<file path="config.mk">
export PLATFORM = sky130hd
export DESIGN_NAME = router_buffered
export DESIGN_NICKNAME = d
export VERILOG_FILES = /design/src/rtl/router_pkg.sv /design/src/rtl/router_fifo.sv /design/src/rtl/router_fifo_chk.sv /design/src/rtl/router_buffered.sv
export SDC_FILE = /design/constraint.sdc
export NUM_CORES = 1
export LEC_CHECK = 0
export ABC_AREA = 1
export CORE_ASPECT_RATIO = 1.25
export CORE_MARGIN = 2
export CORE_UTILIZATION = 45
export CTS_CLUSTER_SIZE = 25
export DETAILED_ROUTE_END_ITERATION = 12
export MAX_ROUTING_LAYER = met4
export PLACE_DENSITY_LB_ADDON = 0.08
export SYNTH_ARGS = -nofsm -noshare
export SYNTH_HDL_FRONTEND = slang
export SYNTH_SLANG_ARGS = --single-unit
</file>
<file path="constraint.sdc">
create_clock -name clk -period 3.6 [get_ports clk]
set_input_delay 0.54 -clock clk [delete_from_list [all_inputs] [get_ports clk]]
set_output_delay 0.54 -clock clk [all_outputs]
set_load 0.05 [all_outputs]
</file>
<file path="src/rtl/router_pkg.sv">
// Shared sizing helpers for the buffered router and its per-output FIFOs.
package router_pkg;

  localparam int DROP_W = 8;

  function automatic int addr_w(input int n_outputs);
    return $clog2(n_outputs);
  endfunction

  function automatic int pay_w(input int n_bits, input int n_outputs);
    return n_bits - $clog2(n_outputs);
  endfunction

  function automatic int cnt_w(input int depth);
    return $clog2(depth + 1);
  endfunction

endpackage

</file>
<file path="src/rtl/router_fifo.sv">
// Circular-buffer FIFO with wrap-at-depth pointers so any depth >= 2 works.
module router_fifo
  import router_pkg::*;
#(
  parameter int p_width = 5,
  parameter int p_depth = 4
) (
  input  logic                        clk,
  input  logic                        reset,
  input  logic                        enq_val,
  output logic                        enq_rdy,
  input  logic [p_width-1:0]          enq_msg,
  output logic                        deq_val,
  input  logic                        deq_rdy,
  output logic [p_width-1:0]          deq_msg,
  output logic [cnt_w(p_depth)-1:0]   count
);

  localparam int CNT_W = cnt_w(p_depth);
  localparam int PTR_W = $clog2(p_depth);
  localparam logic [CNT_W-1:0] FULL_C = CNT_W'(p_depth);
  localparam logic [PTR_W-1:0] LAST_C = PTR_W'(p_depth - 1);

  logic [p_width-1:0] mem_r [p_depth];
  logic [PTR_W-1:0]   wr_ptr_r;
  logic [PTR_W-1:0]   rd_ptr_r;
  logic [CNT_W-1:0]   count_r;
  logic               enq_fire_s;
  logic               deq_fire_s;

  function automatic logic [PTR_W-1:0] next_ptr(input logic [PTR_W-1:0] ptr);
    return (ptr == LAST_C) ? '0 : ptr + 1'b1;
  endfunction

  // Ready depends only on stored state so upstream decode never loops through enq_val.
  assign enq_rdy    = (count_r != FULL_C);
  assign deq_val    = (count_r != '0);
  assign enq_fire_s = enq_val & enq_rdy;
  assign deq_fire_s = deq_val & deq_rdy;
  assign deq_msg    = mem_r[rd_ptr_r];
  assign count      = count_r;

  // Pointer and occupancy state.
  always_ff @(posedge clk or negedge reset) begin
    if (!reset) begin
      wr_ptr_r <= '0;
      rd_ptr_r <= '0;
      count_r  <= '0;
    end else begin
      if (enq_fire_s) begin
        wr_ptr_r <= next_ptr(wr_ptr_r);
      end else begin
        wr_ptr_r <= wr_ptr_r;
      end
      if (deq_fire_s) begin
        rd_ptr_r <= next_ptr(rd_ptr_r);
      end else begin
        rd_ptr_r <= rd_ptr_r;
      end
      case ({enq_fire_s, deq_fire_s})
        2'b10:   count_r <= count_r + 1'b1;
        2'b01:   count_r <= count_r - 1'b1;
        default: count_r <= count_r;
      endcase
    end
  end

  // Payload storage; contents are don't-care until written, so no reset.
  always_ff @(posedge clk) begin
    if (enq_fire_s) begin
      mem_r[wr_ptr_r] <= enq_msg;
    end
  end

  router_fifo_chk #(
    .p_width (p_width),
    .p_depth (p_depth),
    .p_cnt_w (CNT_W)
  ) u_chk (
    .clk     (clk),
    .reset   (reset),
    .deq_val (deq_val),
    .deq_rdy (deq_rdy),
    .deq_msg (deq_msg),
    .count   (count_r)
  );

endmodule

</file>
<file path="src/rtl/router_fifo_chk.sv">
// Invariants of a single router FIFO: occupancy bound and head stability under backpressure.
module router_fifo_chk #(
  parameter int p_width = 5,
  parameter int p_depth = 4,
  parameter int p_cnt_w = 3
) (
  input logic               clk,
  input logic               reset,
  input logic               deq_val,
  input logic               deq_rdy,
  input logic [p_width-1:0] deq_msg,
  input logic [p_cnt_w-1:0] count
);

  localparam logic [p_cnt_w-1:0] FULL_C = p_cnt_w'(p_depth);

  a_count_range: assert property (@(posedge clk) disable iff (!reset)
    count <= FULL_C);

  a_head_hold: assert property (@(posedge clk) disable iff (!reset)
    (deq_val && !deq_rdy) |=> (deq_val && $stable(deq_msg)));

endmodule

</file>
<file path="src/rtl/router_buffered.sv">
// 1-to-N router: top address bits select an output FIFO, the rest is queued payload.
module router_buffered
  import router_pkg::*;
#(
  parameter int p_nbits    = 8,
  parameter int p_noutputs = 8,
  parameter int p_depth    = 4
) (
  input  logic                                          clk,
  input  logic                                          reset,
  input  logic                                          valid,
  output logic                                          ready_out,
  input  logic [p_nbits-1:0]                            message_in,
  output logic [p_noutputs-1:0]                         valid_out,
  input  logic [p_noutputs-1:0]                         ready,
  output logic [pay_w(p_nbits, p_noutputs)*p_noutputs-1:0] message_out,
  output logic [cnt_w(p_depth)*p_noutputs-1:0]          occupancy,
  output logic [DROP_W-1:0]                             drop_count
);

  localparam int ADDR_W = addr_w(p_noutputs);
  localparam int PAY_W  = pay_w(p_nbits, p_noutputs);
  localparam int CNT_W  = cnt_w(p_depth);
  localparam logic [ADDR_W:0]   NOUT_C     = (ADDR_W + 1)'(p_noutputs);
  localparam logic [DROP_W-1:0] DROP_MAX_C = '1;

  logic [ADDR_W-1:0]     addr_s;
  logic [PAY_W-1:0]      payload_s;
  logic                  in_range_s;
  logic [p_noutputs-1:0] full_s;
  logic [p_noutputs-1:0] enq_rdy_s;
  logic [p_noutputs-1:0] enq_val_s;
  logic [DROP_W-1:0]     drop_r;

  // Address decode and per-address accept; out-of-range is always accepted and dropped.
  always_comb begin
    addr_s     = message_in[p_nbits-1 -: ADDR_W];
    payload_s  = message_in[PAY_W-1:0];
    in_range_s = ({1'b0, addr_s} < NOUT_C);
    ready_out  = 1'b1;
    if (in_range_s) begin
      ready_out = !full_s[addr_s];
    end else begin
      ready_out = 1'b1;
    end
  end

  // Enqueue demux; each FIFO gates the request with its own full flag.
  always_comb begin
    enq_val_s = '0;
    if (in_range_s) begin
      enq_val_s[addr_s] = valid;
    end else begin
      enq_val_s = '0;
    end
  end

  // Saturating count of discarded out-of-range messages.
  always_ff @(posedge clk or negedge reset) begin
    if (!reset) begin
      drop_r <= '0;
    end else if (valid && !in_range_s && (drop_r != DROP_MAX_C)) begin
      drop_r <= drop_r + 1'b1;
    end else begin
      drop_r <= drop_r;
    end
  end

  assign drop_count = drop_r;

  for (genvar i = 0; i < p_noutputs; i++) begin : g_out
    router_fifo #(
      .p_width (PAY_W),
      .p_depth (p_depth)
    ) u_fifo (
      .clk     (clk),
      .reset   (reset),
      .enq_val (enq_val_s[i]),
      .enq_rdy (enq_rdy_s[i]),
      .enq_msg (payload_s),
      .deq_val (valid_out[i]),
      .deq_rdy (ready[i]),
      .deq_msg (message_out[i*PAY_W +: PAY_W]),
      .count   (occupancy[i*CNT_W +: CNT_W])
    );
    assign full_s[i] = !enq_rdy_s[i];
  end

endmodule

</file>
* Word-level counts from Yosys, hierarchy flattened
Memories as Yosys holds them, arrays and structs flattened. Cells that the tools add are included.
Word-level totals: register bits 56, bits in latches 0, bits in writable memories 160, ROM bits 0, output and inout port bits 81, memories 8
Memory list:
- g_out[0].u_fifo.mem_r | depth 4, width 5, rd ports 1, clocked after memory_dff 0, write ports 1, line router_fifo.sv:24 | logic [p_width-1:0] mem_r [p_depth];
- g_out[1].u_fifo.mem_r | depth 4, width 5, rd ports 1, clocked after memory_dff 0, write ports 1, line router_fifo.sv:24
- g_out[2].u_fifo.mem_r | depth 4, width 5, rd ports 1, clocked after memory_dff 0, write ports 1, line router_fifo.sv:24
- g_out[3].u_fifo.mem_r | depth 4, width 5, rd ports 1, clocked after memory_dff 0, write ports 1, line router_fifo.sv:24
- g_out[4].u_fifo.mem_r | depth 4, width 5, rd ports 1, clocked after memory_dff 0, write ports 1, line router_fifo.sv:24
- g_out[5].u_fifo.mem_r | depth 4, width 5, rd ports 1, clocked after memory_dff 0, write ports 1, line router_fifo.sv:24
- 2 more memories
Operators by class: add/sub/neg operators 32, multiply operators 0, divide/modulo/power cells 0, $lt $le $gt $ge 2, equal/unequal tests 40, shifts and indexed selects 0, mux-type cells 44, bitwise gates (word level) 17, reduce and logical (&&, ||, !) cells 26
Operator list (count):
- 2-bit == test, second input constant | 24
- 3-bit case mux with 2 select lines | 8
- 2-bit by 1-bit adder with 2-bit output, second input constant | 16
- 2-bit 2-to-1 mux | 16
- 3-bit by 1-bit adder with 3-bit output, second input constant | 8
- 3-bit inequality test, second input constant | 8
- 3-bit nonzero test | 8
- 3-bit by 1-bit subtractor with 3-bit output, second input constant | 8
- 1-bit 2-to-1 mux | 18
- 1-bit bitwise AND | 16
- 2-bit by 1-bit == test with 1-bit output, second input constant | 8
- 2-bit nonzero test | 8
- 1-bit logical NOT | 9
- 8-bit bitwise AND | 1
- 3-bit by 4-bit < comparator with 1-bit output, second input constant | 1
- 1-bit binary-select mux with 3-bit select | 1
- 1-bit demux with 3-bit select | 1
- 3-bit by 1-bit greater-or-equal comparator with 1-bit output, second input constant | 1
- 1-bit logical AND | 1

* Longest topological paths before layout
Gate-level depths: netlist of the first run.
depth after elaboration 8, gate-level depth with buffers 11

* By module
From an unflattened synthesis of the first run, not the netlist that was laid out.
Unflattened totals: cell total of the unflattened synthesis 978, area total of the unflattened synthesis 10372.4 um2
Modules (own cells, without submodules):
- router_fifo | times used 8, cells an instance 116, area an instance 1268.7 um2, seq. area each 775.7 um2
- router_buffered | times used 1, cells an instance 50, area an instance 222.7 um2, seq. area each 0.0 um2

* Worst setup path after synthesis of the first run
OpenSTA, ideal clock, no wires.
path kind flip-flop to flip-flop, from register g_out[6].u_fifo.count_r[2], to register g_out[6].u_fifo.count_r[2], setup time 0.131 ns, arrival time 2.128 ns, required time 3.469 ns, path slack 1.341 ns, stages on the path, launching flop included 9, clock period less this slack 2.259 ns, cells stage by stage dfrtp_1 inv_1 a21boi_0 ha_1 inv_1 fa_1 a21oi_1 o21ai_0 xor2_1
Between the ends: longest elaborated chain between the ends 4
RTL lines:
- start: declaration | line router_fifo.sv:27 | logic [CNT_W-1:0] count_r;
- start signal: assignment | line router_fifo.sv:61 | 2'b10: count_r <= count_r + 1'b1;
- start signal: assignment | line router_fifo.sv:62 | 2'b01: count_r <= count_r - 1'b1;
- start signal: assignment | line router_fifo.sv:63 | default: count_r <= count_r;
- 3-bit nonzero test * | line router_fifo.sv:37 | assign deq_val = (count_r != '0);
- 1-bit bitwise AND * | line router_fifo.sv:39 | assign deq_fire_s = deq_val & deq_rdy;
- named net g_out[6].u_fifo.deq_fire_s | line router_fifo.sv:29 | logic deq_fire_s;
- 2-bit by 1-bit == test with 1-bit output / 2-bit == test (equally long branches) | line router_fifo.sv:60 | case ({enq_fire_s, deq_fire_s})
- 3-bit case mux with 2 select lines / 2-bit nonzero test (equally long branches)
The timed path passes the listed nets; every way through them passes the cells marked *. A chain may end at the register's enable or synchronous reset.

* Worst setup path after layout of the first run
from register g_out[2].u_fifo.rd_ptr_r[0], to output message_out[14]
Between the ends: longest elaborated chain between the ends 1
RTL lines:
- start: declaration | line router_fifo.sv:26 | logic [PTR_W-1:0] rd_ptr_r;
- start signal: assignment | line router_fifo.sv:56 | rd_ptr_r <= next_ptr(rd_ptr_r);
- start signal: assignment | line router_fifo.sv:58 | rd_ptr_r <= rd_ptr_r;
- memory 4 x 5 bit
- end: declaration | line router_buffered.sv:16 | output logic [pay_w(p_nbits, p_noutputs)*p_noutputs-1:0] message_out,
No other way between the ends.

==> impl_metrics.ini, run 1 <==
[route]
drc = 0
wl_per_cell_um = 16.3
wirelength_mm = 19.8
ant_nets = 0
vias_per_cell = 5.03
drt-initial-drc-count = 363
first_pass_iters = 4
vias = 6113

[synthesis]
postSynthAreaPerCell_um2 = 11.6
synth-compound-area-share_pct = 9.78
yosys.area_share.adder_pct = 7.93
yosysWarnings = 0
synthCells = 830
syn_area_um2 = 9590
ys_seq_elements = 216
synth-xor-area-share_pct = 1.46
synth_simple_gate_area_share_pct = 9.96
synth_top_family_by_area = simple AND/OR/NAND/NOR gates
ys_seq_area_share_pct = 64.7
synthMuxAreaShare_pct = 0
synth.distinct_cells = 25

[setup_path]
crit_path_max_incr_delay_ps = 880
crit_path_cell_trace = inv_1, o21ai_0, o22ai_1, clkdlybuf4s50_1
crit_type = reg2out
slowest_stage = clkdlybuf4s50_1
critPathLaunchType = register
path_max_fanout = 13
crit_family = buffers and inverters
crit_buf_inv = 2
endpoint_kind = primary output
critical_path_required_ps = 3060
arrival_ps = 2580

[floorplanning]
die_h_um = 167
die_area_um2 = 22500
rows = 59
io_pins = 100
die_width_um = 135
core_um2 = 20900
start_util_pct = 45.9

[power]
power.total_uw = 10700
p_per_area_nw_per_um2 = 933
max-vdd-ir-drop_mv = 0.530
power_leakage_uw = 0.00446

[sta]
fin_tns_setup_ps = 0
fin_skew_ps = 19.4
drv_slew = 0
hold_viol_final = 0
rsz0062_at_grt = false
period_share_pct = 86.7
setup_violations = 0
maxSlewHeadroom_pct = 49.6
tightest_slew_ps = 755
hold_ws_ps = 111
fin_crit_ps = 3120
fmax_mhz = 320

[clock_tree]
cts_resized = 0
clock_latency_ps = 500
cts_buffers = 22
cts.hold.buffers_added = 0
cts_root_buf = clkbuf_16
tritoncts = built
clk_pin_slew_ps = 60
cts.sinks = 216
cts_setup_buffers = 0
htree_num_levels = 1
cts_max_path_buffers = 3

[grt]
grt_pass1_wl_mm = 31.7
grt_usage_pct = 18.3
grt_pass1_vias = 6205
grt_antenna_before_repair = 0
grt_overflow = 0
grt_max_degree = 33

[cells_and_area]
layout-drive-gt1-share_pct = 5.52
multi_input_area_um2 = 2830
fin_nets = 1001
final_cell_mix = edfxtp_1, nor2_1, o21ai_0
diodes = 0
fillers = 1813
final_area_um2 = 11500
seq_area_um2 = 6210
final_core_util_pct = 54.9
final_common_cell = edfxtp_1
synthToLayoutAreaGrowth_pct = 19.5

[place]
numPortBuffers = 91
gp_congestion = 0.846
dp_hpwl_mm = 13.6
post_dp_cell_area_um2 = 10700

[outcome]
status = finished clean

[min_path]
worstHoldPathType = in2async

[flow_run]
max_cap_violations = 0
-- registers in the layout (all words and copies together), names as in the netlist --
name                   count
g_out.u_fifo.rd_ptr_r     16
g_out.u_fifo.mem_r       160
g_out.u_fifo.wr_ptr_r     16
g_out.u_fifo.count        24
-- worst paths after layout --
| check | start | endpoint | slack [ps] | cells after the start |
|---|---|---|---|---|
| max reg2reg | g_out[1].u_fifo.count[0]$_DFFE_PN0P_ | g_out[1].u_fifo.count[2]$_DFFE_PN0P_ | 1270 | 11 |
| min reg2reg | g_out[7].u_fifo.count[0]$_DFFE_PN0P_ | g_out[7].u_fifo.count[0]$_DFFE_PN0P_ | 490 | 1 |
| max | g_out[2].u_fifo.rd_ptr_r[0]$_DFFE_PN0P_ | message_out[14] | 480 | 4 |
| min in group clk | g_out[7].u_fifo.count[0]$_DFFE_PN0P_ | g_out[7].u_fifo.count[0]$_DFFE_PN0P_ | 490 | 1 |
| max in group asynchronous | reset | g_out[5].u_fifo.count[0]$_DFFE_PN0P_ | 2560 | 2 |
| min | reset | g_out[2].u_fifo.count[0]$_DFFE_PN0P_ | 110 | 1 |
-- per-layer routing --
layer	vias to the layer above	GRT usage, %	share of wire, %
met5	-	-	0
met4	0	4.53	1.6
met3	26	2.82	4.0
met2	127	31.3	51
met1	2971	23.0	43
li1	2989	-	-
-- cell usage after synthesis (all sizes together) --
| cell type | instances | area, um^2 |
|---|---|---|
| clkbuf | 16 | 60.1 |
| a21oi | 12 | 60.1 |
| conb | 1 | 3.75 |
| o21ai | 124 | 621 |
| and2 | 7 | 43.8 |
| xnor2 | 8 | 70.1 |
| o22ai | 40 | 250 |
| nand4 | 2 | 25.0 |
| nand2 | 64 | 240 |
| edfxtp | 160 | 4800 |
| nor3 | 1 | 16.3 |
| inv | 106 | 398 |
| a21boi | 1 | 7.51 |
| xor2 | 8 | 70.1 |
| nor2 | 130 | 510 |
| nand3 | 20 | 120 |
| buf | 17 | 128 |
| dfrtp | 56 | 1400 |
| ha | 48 | 601 |
| fa | 8 | 160 |
| clkinv | 1 | 3.75 |
-- metrics by stage --
| step | instances | setup slack (ps) |
|---|---|---|
| final | 1216 | 479 |
| after global routing | 1216 | 388 |
| after CTS | 1216 | 502 |
| after detailed placement | 1176 | 727 |
| after global placement | 1176 | 789 |
| after floorplan | 837 | 1340 |
-- worst reg2reg max path, stage by stage (launching register included) --
cell     delay, ps
dfrtp_1        410
inv_1          120
nand3_1        200
nand2_1        190
nor2_4          70
inv_1          150
ha_1           160
inv_1           70
fa_1           390
a21oi_1        170
o21ai_0        130
xor2_1         150
-- power breakdown --
group	internal [uW]	switching [uW]	leakage [uW]
logic	1570	3320	0.00199
registers	3050	448	0.00211
clock network	1400	907	0.000359
-- cells by family after synthesis --
family                     after synthesis
AOI/OAI and AO/OA                      177
xor gates and xnor gates                16
adders and majority gates               56
buffers and inverters                  140
DFF                                    216
other                                    1
and+or+nand+nor                        224
-- final cells by class --
cell class / count / share of cell area [%]
Sequential cell: 216 / 54.1
Tap cell: 274 / 2.99
Clock inverter: 11 / 1.12
Clock buffer: 29 / 5.30
Timing Repair Buffer: 98 / 8.34
Multi-Input combinational cell: 481 / 24.6
Inverter: 107 / 3.50
Power figures use the tool's default switching activity.
==> run 2, diff against run 1 <==
CTS_BUF_LIST = sky130_fd_sc_hd__clkbuf_8 sky130_fd_sc_hd__clkbuf_16   (was default)
RECOVER_POWER = 50   (was default)
==> run 2 against run 1 <==
  * Sequential power hardly changed
  * The flow now finishes with violations (max-capacitance violations, max-slew violations)
  * Sequential share of layout area grew 0.39 points
  * Non-clock buffer count unchanged
  * Count of clock-buffer cells in the layout shrank 5
  * Sequential cell count is the same
  * Wire length rose by 0.22%
  * Register-to-register slack got worse by 40 ps
  * First-iteration DRC count up 4.7%
  * Critical path type unchanged
  * Largest cell class unchanged
  * Power shrank 0.20%
  * Via count up 0.59%
  * Critical endpoint unchanged
  * Worst setup slack improved by 22 ps
==> impl_metrics.ini, run 2 (synthesized netlist as in run 1, its figures left out) <==
[clock_tree]
cts_max_path_buffers = 3
htree_num_levels = 1
clk_pin_slew_ps = 60
cts_setup_buffers = 0
clock_latency_ps = 500
cts.hold.buffers_added = 0
cts.sinks = 216
cts_resized = 0
cts_root_buf = clkbuf_16
tritoncts = built
cts_buffers = 22

[grt]
grt_antenna_before_repair = 0
grt_max_degree = 33
grt_pass1_vias = 6204
grt_pass1_wl_mm = 31.7
grt_overflow = 0
grt_usage_pct = 18.3

[route]
vias = 6149
drt-initial-drc-count = 380
first_pass_iters = 5
vias_per_cell = 5.06
ant_nets = 0
wirelength_mm = 19.9
wl_per_cell_um = 16.3
drc = 0

[sta]
rsz0062_at_grt = false
setup_violations = 0
fin_skew_ps = 19.7
drv_slew = 194
fin_crit_ps = 3100
maxSlewHeadroom_pct = -17.9
fmax_mhz = 323
hold_viol_final = 0
tightest_slew_ps = 1770
fin_tns_setup_ps = 0
period_share_pct = 86.1

[floorplanning]
die_area_um2 = 22500
die_width_um = 135
start_util_pct = 45.9
core_um2 = 20900
rows = 59
die_h_um = 167
io_pins = 100

[cells_and_area]
top_register = g_out.u_fifo.mem_r
diodes = 0
synthToLayoutAreaGrowth_pct = 18.7
layout-drive-gt1-share_pct = 3.93
final_common_cell = edfxtp_1
fin_nets = 1001
final_core_util_pct = 54.5
final_cell_mix = edfxtp_1, nor2_1, o21ai_0
reg.largest.list = g_out.u_fifo.mem_r (160), g_out.u_fifo.count (24)
largest_register_ff_count = 160

[setup_path]
rrSetupSlack_ps = 1230
critical_path_required_ps = 3060
path_max_fanout = 13
crit_path_max_incr_delay_ps = 870
reg2regPathDepth = 11
endpoint_kind = primary output
crit_type = reg2out
crit_family = buffers and inverters
crit_path_cell_trace = inv_1, o21ai_0, o22ai_1, clkdlybuf4s50_1
arrival_ps = 2560
worstSetupStartpoint = g_out[2].u_fifo.rd_ptr_r[0]$_DFFE_PN0P_
r2r-start = g_out[1].u_fifo.count[0]$_DFFE_PN0P_
timing.rr.end = g_out[1].u_fifo.count[2]$_DFFE_PN0P_
slowest_stage = clkdlybuf4s50_1
crit_buf_inv = 2
critPathLaunchType = register

[min_path]
worstHoldPathType = reg2reg
holdPathEnd = g_out[7].u_fifo.count[0]$_DFFE_PN0P_
hold_depth = 1
worstHoldStart = g_out[7].u_fifo.count[0]$_DFFE_PN0P_

[power]
power.total_uw = 10700
p_per_area_nw_per_um2 = 937
max-vdd-ir-drop_mv = 0.527
power_leakage_uw = 0.00444

[place]
gp_congestion = 0.846
dp_hpwl_mm = 13.6
numPortBuffers = 91

[outcome]
status = finished, violations left
failed_checks = max-capacitance violations, max-slew violations

[flow_run]
max_cap_violations = 6
[run 2: per-layer routing]
layer | up-vias | wire length, um | track usage, % | share of wire, %
met4 | 0 | 299 | 4.53 | 1.5
met3 | 26 | 746 | 2.82 | 3.8
met2 | 133 | 10100 | 31.3 | 51
met5 | - | 0 | - | 0
li1 | 2991 | - | - | -
met1 | 2999 | 8680 | 23.0 | 44
[run 2: worst reg2reg max path, stage by stage, from the launching register on]
cell	delay (ps)
dfrtp_1	410
inv_1	120
nand3_1	220
nand2_1	140
nor2_1	110
inv_1	160
ha_1	170
inv_1	70
fa_1	390
a21oi_1	170
o21ai_0	130
xor2_1	150
[run 2: area by class of cell]
cell class	instances	area (um^2)
fill	1830	9500
sequential	216	6210
multi-input combinational	481	2770
timing repair buffer	98	933
clock buffer	24	589
inverter	107	402
tap	274	343
clock inverter	16	148
[run 2: how the worst max path moves through the flow]
stage,depth (start not counted),slack (ps),end
final,4,500,message_out[14]
after global routing,4,390,message_out[10]
after CTS,4,500,message_out[10]
after detailed placement,11,730,g_out[1].u_fifo.count[2]$_DFFE_PN0P_
after global placement,11,790,g_out[1].u_fifo.count[2]$_DFFE_PN0P_
after floorplan,8,1340,g_out[6].u_fifo.count[2]$_DFFE_PN0P_
[run 2: per-stage QoR]
step | cell area [um^2] | hold WS [ps] | setup WS (ps) | std cells
floorplan | 9620 | 244 | 1340 | 837
detailed placement | 10700 | 487 | 727 | 1176
CTS | 11500 | 108 | 502 | 1216
finish | 11400 | 491 | 501 | 1216
global placement | 10700 | 485 | 789 | 1176
global route | 11400 | 531 | 388 | 1216
[run 2: power breakdown]
part / internal, uW / switching (uW) / total [uW]
Combinational: 1560 / 3310 / 4870
Clock: 1390 / 912 / 2300
Sequential: 3060 / 447 / 3500
Total: 6000 / 4670 / 10700
==> run 3, diff against run 2 <==
clock period = 3.7 ns   (was 3.6 ns; I/O delays follow)
==> run 3 against run 2 <==
  * The flow still finishes with violations (max-capacitance violations, max-slew violations)
  * Hold slack improved by 12 ps
  * Worst setup slack improved by 120 ps
  * Largest cell class unchanged
  * Sequential cell count is the same
  * Highest routed layer unchanged
  * Combinational power shrank 3%
  * Clock skew down 7.5 ps
  * Final cell count fell by 0.33%
==> impl_metrics.ini, run 3 (synthesized netlist as in run 1, its figures left out) <==
[grt]
grt_pass1_vias = 6339
grt_antenna_before_repair = 0
grt_max_degree = 33
grt_usage_pct = 18.2
grt_pass1_wl_mm = 31.8
grt_overflow = 0

[sta]
setup_violations = 0
rsz0062_at_grt = false
fin_skew_ps = 12.3
tightest_slew_ps = 1780
fin_tns_setup_ps = 0
hold_ws_ps = 503
fmax_mhz = 324
maxSlewHeadroom_pct = -18.8
fin_crit_ps = 3080
drv_slew = 194
period_share_pct = 83.3
hold_viol_final = 0

[setup_path]
crit_path_max_incr_delay_ps = 870
endpoint_kind = primary output
slowest_stage = clkdlybuf4s50_1
critical_path_required_ps = 3140
timing.rr.end = g_out[5].u_fifo.count[2]$_DFFE_PN0P_
crit_type = reg2out
arrival_ps = 2530
critPathLaunchType = register
rrSetupSlack_ps = 1320
path_max_fanout = 13
crit_path_cell_trace = inv_1, o21ai_0, o22ai_1, clkdlybuf4s50_1
r2r-start = g_out[5].u_fifo.count[0]$_DFFE_PN0P_
reg2regPathDepth = 9

[place]
dp_hpwl_mm = 13.5
numPortBuffers = 91
gp_congestion = 0.855

[cells_and_area]
diodes = 0
final_common_cell = edfxtp_1
largest_register_ff_count = 160
final_cell_mix = edfxtp_1, nor2_1, o21ai_0
top_register = g_out.u_fifo.mem_r
synthToLayoutAreaGrowth_pct = 18.0
layout-drive-gt1-share_pct = 3.84
reg.largest.list = g_out.u_fifo.mem_r (160), g_out.u_fifo.count (24)
fin_nets = 999

[min_path]
worstHoldPathType = reg2reg
worstHoldStart = g_out[2].u_fifo.count[0]$_DFFE_PN0P_
hold_depth = 1
holdPathEnd = g_out[2].u_fifo.count[0]$_DFFE_PN0P_

[route]
wl_per_cell_um = 16.1
vias_per_cell = 5.03
ant_nets = 0
drt-initial-drc-count = 281
wirelength_mm = 19.5
drc = 0
vias = 6099
first_pass_iters = 4

[clock_tree]
tritoncts = built
cts_resized = 0
cts_root_buf = clkbuf_16
htree_num_levels = 1
cts_buffers = 21
cts.hold.buffers_added = 0
clk_pin_slew_ps = 60
clock_latency_ps = 490
cts_setup_buffers = 0
cts_max_path_buffers = 3
cts.sinks = 216

[floorplanning]
io_pins = 100
die_area_um2 = 22500
core_um2 = 20900
rows = 59
start_util_pct = 45.9
die_h_um = 167
die_width_um = 135

[power]
power.total_uw = 10200
p_per_area_nw_per_um2 = 898
max-vdd-ir-drop_mv = 0.533
power_leakage_uw = 0.00439

[outcome]
failed_checks = max-capacitance violations, max-slew violations
status = finished, violations left

[flow_run]
max_cap_violations = 6
==> run 3: cell count changes in the layout (fill, tap and decap cells not counted), sizes merged <==
cell,before,now
bufinv,3,1
clkinv,8,6
dlygate4sd3,7,8
clkdlybuf4s50,82,81
clkbuf,31,30
clkinvlp,1,2
==> run 3: metal layers <==
| metal | track usage, % | vias up | routed length (um) |
|---|---|---|---|
| li1 | - | 2985 | - |
| met1 | 22.4 | 2960 | 8340 |
| met2 | 32.1 | 131 | 10100 |
| met3 | 2.36 | 23 | 781 |
| met4 | 4.16 | 0 | 278 |
| met5 | - | - | 0 |
==> run 3: worst max-delay path by stage <==
| stage | startpoint | end | slack (ps) |
|---|---|---|---|
| global placement | message_in[5] | g_out[0].u_fifo.count[2]$_DFFE_PN0P_ | 790 |
| detailed placement | message_in[5] | g_out[0].u_fifo.count[2]$_DFFE_PN0P_ | 780 |
| CTS | g_out[2].u_fifo.rd_ptr_r[0]$_DFFE_PN0P_ | message_out[13] | 610 |
| global route | g_out[2].u_fifo.rd_ptr_r[0]$_DFFE_PN0P_ | message_out[11] | 480 |
| finish | g_out[2].u_fifo.rd_ptr_r[0]$_DFFE_PN0P_ | message_out[14] | 620 |
| floorplan | g_out[6].u_fifo.count[2]$_DFFE_PN0P_ | g_out[6].u_fifo.count[2]$_DFFE_PN0P_ | 1440 |
==> run 3: stage by stage <==
stage / cell area, um^2 / worst slack (ps) / utilization, % / std cells
floorplan: 9620 / 1440 / - / 837
global placement: 10700 / 786 / 51.3 / 1175
detailed placement: 10700 / 782 / 51.3 / 1175
CTS: 11400 / 606 / 54.6 / 1212
global route: 11300 / 483 / 54.2 / 1212
finish: 11300 / 617 / 54.2 / 1212
==> run 3: where the power goes <==
part,switching [uW],internal [uW],leakage (uW)
combinational,3200,1510,0.00194
clock,874,1180,0.000340
sequential,433,2970,0.00211
==> run 3: area by class of cell <==
| type | instances | area (um^2) |
|---|---|---|
| Sequential cell | 216 | 6210 |
| Clock buffer | 24 | 567 |
| Clock inverter | 13 | 106 |
| Multi-Input combinational cell | 481 | 2770 |
| Tap cell | 274 | 343 |
| Timing Repair Buffer | 97 | 928 |
| Inverter | 107 | 402 |
| Fill cell | 1758 | 9570 |
==> run 3: worst max-delay path, delay by kind of cell, from the launching register on <==
kind | cells | cell delay, ps
buf+inv | 2 | 1170
flops | 1 | 520
compound gates | 2 | 360
==> variant, RTL diff (flow settings as in run 3) <==
Make the reset (`reset`) synchronous in 2 clocked blocks.
--- a/src/rtl/router_fifo.sv
+++ b/src/rtl/router_fifo.sv
@@ -41,7 +41,7 @@
   assign count      = count_r;
 
   // Pointer and occupancy state.
-  always_ff @(posedge clk or negedge reset) begin
+  always_ff @(posedge clk) begin
     if (!reset) begin
       wr_ptr_r <= '0;
       rd_ptr_r <= '0;
--- a/src/rtl/router_buffered.sv
+++ b/src/rtl/router_buffered.sv
@@ -56,7 +56,7 @@
   end
 
   // Saturating count of discarded out-of-range messages.
-  always_ff @(posedge clk or negedge reset) begin
+  always_ff @(posedge clk) begin
     if (!reset) begin
       drop_r <= '0;
     end else if (valid && !in_range_s && (drop_r != DROP_MAX_C)) begin
Function: differs if reset is asserted again (counterexample within 4 cycles, from zero or initial values and one cycle with reset low); with reset held inactive, the same outputs for 4 cycles.
==> variant against run 3 <==
- core utilization rose by 0.38 points
- count of clock-buffer cells in the layout rose by 2
- critical endpoint is now message_out[28]
- the flow still finishes with violations (max-capacitance violations, max-slew violations)
- sequential cell count rose by 16
- synthesized area rose by 3.6%
- largest cell class unchanged
- clock power rose by 19%
- setup slack improved by 66 ps
- register-to-register slack improved by 210 ps
- wire length rose by 1.8%
- cell area rose by 4.2%
- total power fell by 18%
==> variant: results <==
[global_route]
overflow = 0
grt_pass1_vias = 6460
antenna_found_initial = 2
grt_pass1_wl_um = 31800
grt_max_degree = 57
grtUsageTotal_pct = 17.8

[cells_and_area]
final_layout_size_suffix_gt1_share_pct = 4.08
fillerInstances = 1975
final_nets = 1112

[worst_setup_path]
critPathSlowestCell = "clkdlybuf4s50_1"
r2r_slack_ps = 1530
critPathMaxFanout = 11
ff2ff_path_depth = 11
crit_arrival_ps = 2460
worstReg2RegStart = "g_out[3].u_fifo.count[0]"
r2r-end = "g_out[3].u_fifo.count[2]"
crit_path_start_kind = "register"
max_stage_delay_ps = 720
cp_top_family = "buffers and inverters"

[timing]
worstMarginPinSlew_ps = 2310
drv_slew = 222
finalClockSkew_ps = 9.82

[placed_design]
dp_hpwl_um = 13000
port_buffers = 91
numPlacedInstances = 1290
gp_congestion = 0.781

[status]
outcome = "complete, but fails checks"
violations = "max-capacitance violations, max-slew violations"

[synth]
ys_top_cells_by_area = "edfxtp_1 (48%), dfxtp_1 (15%), nor2_1 (7.1%)"
ys_async_sr_fraction_pct = 0
yosys_warnings = 0
yosys.cell_types.count = 25
synth_commonest_cells = "nor2_1 (188), edfxtp_1 (160), inv_1 (121)"
yosysSeqAreaShare_pct = 62.8
syn_area_per_cell_sq_um = 10.6

[worst_hold_path]
holdPathEnd = "g_out[7].u_fifo.count[0]"
worstHoldStart = "g_out[7].u_fifo.count[0]"
hold_depth = 1

[route]
drt_first_pass_iters = 4
wirelength_um = 19800
post_drt_via_cell_ratio = 4.87
wire_per_inst_um = 14.9
drt_iter0_drc = 417

[clock_tree]
ctsRootBufferMaster = "clkbuf_16"
clk_latency_ps = 510
path_clk_slew_ps = 60
cts_buffer_depth = 3
cts-resized-gates = 0
numCtsBuffers = 24
post_cts_buffers = 0

[power]
p_leak_uw = 0.00455
vdd_drop_max_mv = 0.424

[job]
cap_violations = 6
==> variant: cell count changes after synthesis, sizes merged, moves of 10 or more <==
cell / run 3 / this run
clkinv: 1 / 11
dfrtp: 56 / 0
inv: 106 / 124
a21oi: 12 / 27
nor2: 130 / 192
dfxtp: 0 / 72
==> variant: cell type report <==
class / count / area share, %
clock inverter: 18 / 1.35
inverter: 135 / 4.31
antenna: 2 / 0.0424
clock buffer: 26 / 5.42
sequential: 232 / 52.9
multi-input combinational: 548 / 25.2
timing repair buffer: 96 / 7.80
tap: 279 / 2.96
==> variant: worst register-to-register path, cell delays in order, from the launching register on <==
cell and delay (ps):
dfxtp_1 300, inv_1 130, nand3_1 150, nand3_1 340
ha_1 250, inv_1 70, fa_1 380, inv_1 60
nand2_1 40, nand3_1 80, o21ai_0 70, a21oi_1 210
==> variant: stage by stage <==
step	hold WS (ps)	area [sq um]	worst slack [ps]	util [%]
finish	487	11800	683	54.6
global route	520	11800	466	54.6
CTS	478	11900	663	54.9
detailed placement	462	11100	872	51.2
global placement	457	11100	939	51.2
floorplan	482	9960	1580	-
==> variant: routing by layer <==
| layer | vias up | routed length, um | global-route usage (%) | share of wire [%] |
|---|---|---|---|---|
| li1 | 3329 | - | - | - |
| met4 | 0 | 532 | 5.69 | 2.7 |
| met1 | 3014 | 8640 | 21.4 | 44 |
| met3 | 38 | 941 | 3.19 | 4.7 |
| met2 | 129 | 9730 | 30.3 | 49 |
| met5 | - | 0 | - | 0 |
==> variant: kinds of logic after synthesis <==
group / share of synthesized area, %
buffers and inverters: 6.95
and+or+nand+nor: 12.3
AOI/OAI and AO/OA: 10.2
other: 0.0377
adders and majority gates: 7.65
DFF: 62.8
==> variant: report_power, final <==
group	leakage (uW)	switching [uW]	total [uW]	internal (uW)
clock network	0.000426	978	2430	1450
registers	0.00203	193	3150	2960
logic	0.00209	1900	2750	850
==> variant: how the worst max path moves through the flow <==
stage,cells past startpoint,slack (ps),endpoint
3_3_place_gp,10,940,g_out[0].u_fifo.count[2]
2_1_floorplan,11,1580,g_out[4].u_fifo.count[2]
3_5_place_dp,10,870,g_out[0].u_fifo.count[2]
6_report,4,680,message_out[28]
4_1_cts,4,660,message_out[20]
5_1_grt,4,470,message_out[28]
